`src/rtl/mdu_seq_ctrl_if.sv`:
```
// Issue/result bundle between the EX-stage pipeline control and the MDU sequencer.
// Data vectors use [0:WIDTH-1] numbering: bit 0 is the MSB.
interface mdu_seq_ctrl_if #(
  parameter int unsigned WIDTH = 32
) ();
  logic             start;
  logic [2:0]       op;
  logic [0:WIDTH-1] rA;
  logic [0:WIDTH-1] rB;
  logic             flush;
  logic             busy;
  logic             done;
  logic [0:WIDTH-1] result;
  logic [3:0]       D;

  modport master (
    output start, op, rA, rB, flush,
    input  busy, done, result, D
  );

  modport slave (
    input  start, op, rA, rB, flush,
    output busy, done, result, D
  );
endinterface

```
`src/rtl/mdu_seq_ctrl.sv`:
```
// Multiply/divide sequencer: latches one op, runs a fixed-latency multiply or a radix-2
// restoring divide, then pulses done with the result and the {OV, LT, GT, EQ} flag word.
module mdu_seq_ctrl #(
  parameter int unsigned WIDTH      = 32,
  parameter int unsigned MUL_CYCLES = 4
) (
  input logic           clk,
  input logic           rst,
  mdu_seq_ctrl_if.slave bus
);

  localparam logic [2:0] OpMullw  = 3'b000;
  localparam logic [2:0] OpMulhw  = 3'b001;
  localparam logic [2:0] OpMulhwu = 3'b010;
  localparam logic [2:0] OpDivw   = 3'b100;
  localparam logic [2:0] OpDivwu  = 3'b101;

  localparam int unsigned MaxIter = (WIDTH > MUL_CYCLES) ? WIDTH : MUL_CYCLES;
  localparam int unsigned CntW    = $clog2(MaxIter) + 1;
  localparam logic [CntW-1:0] MulLast = CntW'(MUL_CYCLES - 1);
  localparam logic [CntW-1:0] DivLast = CntW'(WIDTH - 1);

  typedef enum logic [1:0] {StIdle, StMul, StDiv, StDone} state_e;

  state_e           state_q, state_d;
  logic [CntW-1:0]  cnt_q, cnt_d;
  logic [2:0]       op_q, op_d;
  logic [WIDTH-1:0] a_q, a_d;
  logic [WIDTH-1:0] b_q, b_d;
  logic [WIDTH-1:0] rem_q, rem_d;
  logic             neg_q, neg_d;
  logic             busy_q, busy_d;
  logic             done_q, done_d;
  logic [WIDTH-1:0] result_q, result_d;
  logic [3:0]       flags_q, flags_d;

  // Internal vectors are descending, so the MSB sits at index WIDTH-1.
  logic [WIDTH-1:0]   a_in, b_in, a_abs, b_abs;
  logic               a_neg, b_neg, divw_special;
  logic [2*WIDTH-1:0] a_x, b_x, prod;
  logic               mul_ov;
  logic [WIDTH:0]     rem_sh, diff;
  logic               q_bit;
  logic [WIDTH-1:0]   quo_nxt, rem_nxt, quo_fin;

  function automatic logic [3:0] calc_flags(input logic [WIDTH-1:0] r, input logic ov);
    logic lt, eq;
    lt = r[WIDTH-1];
    eq = (r == '0);
    return {ov, lt, !lt && !eq, eq};
  endfunction

  assign a_in = bus.rA;
  assign b_in = bus.rB;

  always_comb begin
    a_neg        = a_in[WIDTH-1];
    b_neg        = b_in[WIDTH-1];
    a_abs        = a_neg ? -a_in : a_in;
    b_abs        = b_neg ? -b_in : b_in;
    divw_special = (b_in == '0) ||
                   ((a_in == {1'b1, {(WIDTH-1){1'b0}}}) && (b_in == '1));

    // One multiplier; mulhwu zero-extends, the signed ops sign-extend.
    if (op_q == OpMulhwu) begin
      a_x = {{WIDTH{1'b0}}, a_q};
      b_x = {{WIDTH{1'b0}}, b_q};
    end else begin
      a_x = {{WIDTH{a_q[WIDTH-1]}}, a_q};
      b_x = {{WIDTH{b_q[WIDTH-1]}}, b_q};
    end
    prod   = a_x * b_x;
    mul_ov = (prod[2*WIDTH-1:WIDTH] != {WIDTH{prod[WIDTH-1]}});

    // Restoring step: a_q shifts dividend bits out and quotient bits in.
    rem_sh  = {rem_q, a_q[WIDTH-1]};
    diff    = rem_sh - {1'b0, b_q};
    q_bit   = ~diff[WIDTH];
    quo_nxt = {a_q[WIDTH-2:0], q_bit};
    rem_nxt = q_bit ? diff[WIDTH-1:0] : rem_sh[WIDTH-1:0];
    quo_fin = neg_q ? -quo_nxt : quo_nxt;
  end

  always_comb begin
    state_d  = state_q;
    cnt_d    = cnt_q;
    op_d     = op_q;
    a_d      = a_q;
    b_d      = b_q;
    rem_d    = rem_q;
    neg_d    = neg_q;
    result_d = result_q;
    flags_d  = flags_q;
    done_d   = 1'b0;

    unique case (state_q)
      StIdle: begin
        if (bus.start && !bus.flush) begin
          op_d  = bus.op;
          cnt_d = '0;
          rem_d = '0;
          neg_d = 1'b0;
          a_d   = a_in;
          b_d   = b_in;
          case (bus.op)
            OpMullw, OpMulhw, OpMulhwu: state_d = StMul;
            OpDivw: begin
              if (divw_special) begin
                state_d  = StDone;
                done_d   = 1'b1;
                result_d = '0;
                flags_d  = calc_flags('0, 1'b1);
              end else begin
                a_d     = a_abs;
                b_d     = b_abs;
                neg_d   = a_neg ^ b_neg;
                state_d = StDiv;
              end
            end
            OpDivwu: begin
              if (b_in == '0) begin
                state_d  = StDone;
                done_d   = 1'b1;
                result_d = '0;
                flags_d  = calc_flags('0, 1'b1);
              end else begin
                state_d = StDiv;
              end
            end
            default: begin
              state_d  = StDone;
              done_d   = 1'b1;
              result_d = '0;
              flags_d  = calc_flags('0, 1'b0);
            end
          endcase
        end
      end
      StMul: begin
        if (cnt_q == MulLast) begin
          state_d  = StDone;
          done_d   = 1'b1;
          result_d = (op_q == OpMullw) ? prod[WIDTH-1:0] : prod[2*WIDTH-1:WIDTH];
          flags_d  = calc_flags(result_d, (op_q == OpMullw) && mul_ov);
        end else begin
          cnt_d = cnt_q + CntW'(1);
        end
      end
      StDiv: begin
        a_d   = quo_nxt;
        rem_d = rem_nxt;
        if (cnt_q == DivLast) begin
          state_d  = StDone;
          done_d   = 1'b1;
          result_d = quo_fin;
          flags_d  = calc_flags(quo_fin, 1'b0);
        end else begin
          cnt_d = cnt_q + CntW'(1);
        end
      end
      StDone:  state_d = StIdle;
      default: state_d = StIdle;
    endcase

    // A killed op never completes and never disturbs the last published result.
    if (bus.flush) begin
      state_d  = StIdle;
      done_d   = 1'b0;
      result_d = result_q;
      flags_d  = flags_q;
    end

    busy_d = (state_d != StIdle);
  end

  always_ff @(posedge clk) begin
    if (rst) begin
      state_q  <= StIdle;
      cnt_q    <= '0;
      op_q     <= '0;
      a_q      <= '0;
      b_q      <= '0;
      rem_q    <= '0;
      neg_q    <= 1'b0;
      busy_q   <= 1'b0;
      done_q   <= 1'b0;
      result_q <= '0;
      flags_q  <= '0;
    end else begin
      state_q  <= state_d;
      cnt_q    <= cnt_d;
      op_q     <= op_d;
      a_q      <= a_d;
      b_q      <= b_d;
      rem_q    <= rem_d;
      neg_q    <= neg_d;
      busy_q   <= busy_d;
      done_q   <= done_d;
      result_q <= result_d;
      flags_q  <= flags_d;
    end
  end

  assign bus.busy   = busy_q;
  assign bus.done   = done_q;
  assign bus.result = result_q;
  assign bus.D      = flags_q;

endmodule
```
`src/flat_wrapper.sv`:
```
// flat-port wrapper written by rule: the top's interface ports become plain ports
module mdu_seq_ctrl_flat 
#(
  parameter int unsigned WIDTH      = 32,
  parameter int unsigned MUL_CYCLES = 4
)
  (clk, rst, bus_start, bus_op, bus_rA, bus_rB, bus_flush, bus_busy, bus_done, bus_result, bus_D);
  mdu_seq_ctrl_if #(.WIDTH(WIDTH)) bus_i ();
  input logic clk;
  input logic rst;
  input wire logic [$bits(bus_i.start)-1:0] bus_start;
  input wire logic [$bits(bus_i.op)-1:0] bus_op;
  input wire logic [$bits(bus_i.rA)-1:0] bus_rA;
  input wire logic [$bits(bus_i.rB)-1:0] bus_rB;
  input wire logic [$bits(bus_i.flush)-1:0] bus_flush;
  output wire logic [$bits(bus_i.busy)-1:0] bus_busy;
  output wire logic [$bits(bus_i.done)-1:0] bus_done;
  output wire logic [$bits(bus_i.result)-1:0] bus_result;
  output wire logic [$bits(bus_i.D)-1:0] bus_D;
  assign bus_i.start = bus_start;
  assign bus_i.op = bus_op;
  assign bus_i.rA = bus_rA;
  assign bus_i.rB = bus_rB;
  assign bus_i.flush = bus_flush;
  assign bus_busy = bus_i.busy;
  assign bus_done = bus_i.done;
  assign bus_result = bus_i.result;
  assign bus_D = bus_i.D;
  mdu_seq_ctrl #(.WIDTH(WIDTH), .MUL_CYCLES(MUL_CYCLES)) u_core (.clk(clk), .rst(rst), .bus(bus_i));
endmodule
```
`config.mk`:
```
export PLATFORM = sky130hd
export DESIGN_NAME = mdu_seq_ctrl_flat
export DESIGN_NICKNAME = d
export VERILOG_FILES = /design/src/rtl/mdu_seq_ctrl_if.sv /design/src/rtl/mdu_seq_ctrl.sv /design/src/flat_wrapper.sv
export SDC_FILE = /design/constraint.sdc
export NUM_CORES = 2
export LEC_CHECK = 0
export CAP_MARGIN = 0
export CORE_AREA = 2 2 299 301
export CTS_CLUSTER_SIZE = 14
export DETAILED_ROUTE_END_ITERATION = 16
export DIE_AREA = 0 0 301 303
export PLACE_DENSITY = 0.93
export SLEW_MARGIN = 20
export SYNTH_ARGS = -nofsm -noshare
export SYNTH_HDL_FRONTEND = slang
export SYNTH_SLANG_ARGS = --single-unit
```
`constraint.sdc`:
```
create_clock -name clk -period 14.5 [get_ports clk]
set_input_delay 2.9 -clock clk [delete_from_list [all_inputs] [get_ports clk]]
set_output_delay 2.9 -clock clk [all_outputs]
set_load 0.005 [all_outputs]
```
==> flow_metrics.tcl <==
set metrics [dict create \
    grt_pass1_vias 51941 \
    vias 48596 \
    fin_util 0.693 \
    clk_pin_slew_worst_paths_ps 70 \
    rrSetupSlack_ps 2490 \
    synth_cell_types 89 \
    cts_setup_buffers 0 \
    met3_length_um 32200 \
    grt_pass1_wl_um 301000 \
    fin_crit_sh 0.828 \
    cts_hold_buffers 0 \
    die_x_um 301 \
    period_minus_slack_ps 12010 \
    cts_buffer_depth 2 \
    hold_viol 0 \
    postSynth.asyncResetShare 0 \
    routed.top_layer "met5" \
    hpwl_um 158000 \
    timing.slew.headroom 0.206 \
    synth-edff-count 0 \
    yosysWarnings 0 \
    maxSlewViolCount 0 \
    wire_per_inst_um 25.5 \
    regArea_um2 2920 \
    path_buf_inv 7 \
    syn2layout_area_growth_pct 4.33 \
    setup_tns_ps 0 \
    gr-total-overflow 0 \
    criticalPathCategory "flip-flop to flip-flop" \
    p_total_mw 3.96 \
    pre_cts_ws_ps 2740 \
    crit_family "adder cells" \
    routed-wl-met2_um 83000 \
    min_path_cells 2 \
    syn-instance-count 6680 \
    ant_nets 0 \
    multi_input_area_um2 48400 \
    p_leak_nw 30.2 \
    required_ps 14880 \
    cp_slowest_cell "dfxtp_1" \
    dp_cells 7688 \
    p_sw_mw 2.25 \
    seq_area_frac_synth 0.0497 \
    totalWireLength_um 197000 \
    grt_max_degree 68 \
    p_int_mw 1.71 \
    cts_tree "done" \
    ctsResizeCount 0 \
    worstMarginPinSlew_ps 1190 \
    cp.arrival_ps 12390 \
    finalSetupViolCount 0 \
    p_per_area_nw_per_um2 65.0 \
    synth.cell_area_um2 58400 \
    core-area_um2 88000 \
    syn_avg_cell_area_um2 8.74 \
    switching_share 0.568 \
    gp_congestion 1.07 \
    slowest_delay_ps 950 \
    crit_fanout 31 \
    cts-root-buf "clkbuf_16" \
    fmax_mhz 83.3 \
    fp.dieArea_um2 91200 \
    rsz0062_at_grt "no" \
    first_iter_violations 6214 \
    synthFlopType "dfxtp_1" \
    pwr-share-seq 0.121 \
    drv_cap 0 \
    clockPowerShare 0.119 \
    drtPass1Iterations 9 \
    end_kind "flip-flop" \
    dieHeight_um 303 \
    status "finished clean" \
    drive_above_1_share 0.0270 \
    skew_ps 21.5 \
    r2r_cells 33 \
    worstSkewPairLatency_ps 490 \
    crit_top_cell "fa_1" \
    share_comb_of_total_power 0.760 \
    cts_sinks 145 \
    fillers 6175 \
    ios 109 \
    rows 109 \
    setup_ws_ps 2490 \
    antenna_found_initial 9 \
    numCtsBuffers 17 \
    nNetsFinal 8385 \
    start_util 0.664 \
    fin_cells 7726 \
    grt.total_usage 0.446 \
    io_buffers 108 \
    cp-start-kind "flip-flop" \
    hp-class "flip-flop to flip-flop" \
    synth_seq_cells 145 \
    met1_length_um 65200 \
    synth_nets 8523 \
    drc 0 \
    avgViaCountPerCell 6.29 \
    cts_max_level 4 \
    cp.depth 33 \
    vdd_drop_max_v 0.0000910 \
]
## power groups by stage
| stage | clock, mW | combinational, mW | sequential [mW] |
|---|---|---|---|
| 2_1_floorplan | 0 | 2.01 | 0.433 |
| 3_3_place_gp | 0 | 2.82 | 0.477 |
| 3_5_place_dp | 0 | 2.91 | 0.479 |
| 4_1_cts | 0.467 | 2.92 | 0.470 |
| 5_1_grt | 0.482 | 3.26 | 0.475 |
| 6_report | 0.471 | 3.01 | 0.478 |
## path summary, 6_finish.rpt
kind | from | endpoint
min | u_core.a_q[9]$_SDFFE_PP0P_ | u_core.a_q[9]$_SDFFE_PP0P_
min reg2reg | u_core.a_q[9]$_SDFFE_PP0P_ | u_core.a_q[9]$_SDFFE_PP0P_
max | u_core.a_q[31]$_SDFFE_PP0P_ | u_core.bus.D[1]$_SDFFE_PP0P_
max reg2reg | u_core.a_q[31]$_SDFFE_PP0P_ | u_core.bus.D[1]$_SDFFE_PP0P_
## layout make-up
class	instances	area share
antenna	6	0.000246
clock buffer	20	0.00733
clock inverter	12	0.00205
inverter	1560	0.0961
multi-input combinational	4621	0.794
sequential	145	0.0479
tap	1165	0.0239
timing repair buffer	197	0.0287
## logic make-up after synthesis
logic type	Yosys count	synth area share
buf+inv	1914	0.123
simple gates	1898	0.151
fa+ha+maj	1773	0.562
compound gates	700	0.0754
xor+xnor	234	0.0351
flops	145	0.0497
mux	16	0.00281
## metal layers
metal,global-route usage,vias to the layer above
li1,-,19642
met1,0.555,23543
met2,0.653,4169
met3,0.176,1234
met4,0.286,8
met5,0.00828,-
## synth_stat cells (all sizes together) (15+ instances only)
cell type / instances / area share
a211oi: 36 / 0.0046
a21o: 45 / 0.0058
a21oi: 224 / 0.019
a22oi: 43 / 0.0055
a31oi: 15 / 0.0016
and2: 405 / 0.043
and3: 15 / 0.0016
buf: 48 / 0.0033
clkbuf: 306 / 0.020
dfxtp: 145 / 0.050
fa: 1420 / 0.49
ha: 352 / 0.075
inv: 1558 / 0.10
nand2: 936 / 0.060
nand2b: 27 / 0.0030
nand3: 42 / 0.0036
nand4: 31 / 0.0033
nor2: 277 / 0.018
nor2b: 16 / 0.0017
nor3: 54 / 0.0048
nor4: 20 / 0.0022
o211ai: 15 / 0.0019
o21ai: 171 / 0.015
o21bai: 21 / 0.0027
o31ai: 26 / 0.0039
or3: 20 / 0.0021
or4: 17 / 0.0023
xnor2: 154 / 0.023
xor2: 80 / 0.012
## metrics by stage
stage | hold WS (ps) | instance area, um^2
after global placement | 438 | 60300
after detailed placement | 443 | 60300
after CTS | 452 | 60900
final | 450 | 60900
after global routing | 474 | 60900
after floorplan | 448 | 58400
## worst register-to-register path: cells and delay by family, from the launching register on
family | cells | cell delay, ps
DFF | 1 | 950
and+or+nand+nor | 9 | 3040
AOI/OAI and AO/OA | 4 | 1070
xor gates and xnor gates | 1 | 210
muxes | 1 | 160
buffers and inverters | 7 | 1110
adders and majority gates | 11 | 5380
## layout by cell type, fill, tap and decap left out, types with 9 or more instances in the layout
cell             count
o31ai_1             23
and2_1             401
buf_4               90
o21ai_0            159
nand4_1             31
or3_1               20
o21bai_1            21
xnor2_1            154
nor2_1             276
a211oi_1            36
mux2i_1             13
dfxtp_2             13
xor2_1              79
nor2b_1             16
a21o_1              45
clkbuf_16           17
or2_2               10
fa_1              1420
a311oi_1            11
nand2_1            935
o21a_1               9
or4_1               15
nand3_1             42
o21ai_1             11
dfxtp_1            132
o41ai_1             11
o211ai_1            15
clkdlybuf4s50_1    107
a22oi_1             43
a31oi_1             15
ha_1               351
nor3_1              51
nand2b_1            26
inv_1             1556
and3_1              15
nor4_1              17
o22ai_1             10
a21oi_1            221
## registers in the layout (all words and copies together) (netlist names)
| name | cells |
|---|---|
| u_core.bus.busy | 1 |
| u_core.a_q | 32 |
| u_core.b_q | 32 |
| u_core.neg_q | 1 |
| u_core.op_q | 3 |
| u_core.rem_q | 32 |
| u_core.cnt_q | 6 |
| u_core.bus.result | 31 |
| u_core.bus.D | 4 |
| u_core.bus.done | 1 |
| u_core.state_q | 2 |
Note: power is estimated with default switching activity, not from simulation.
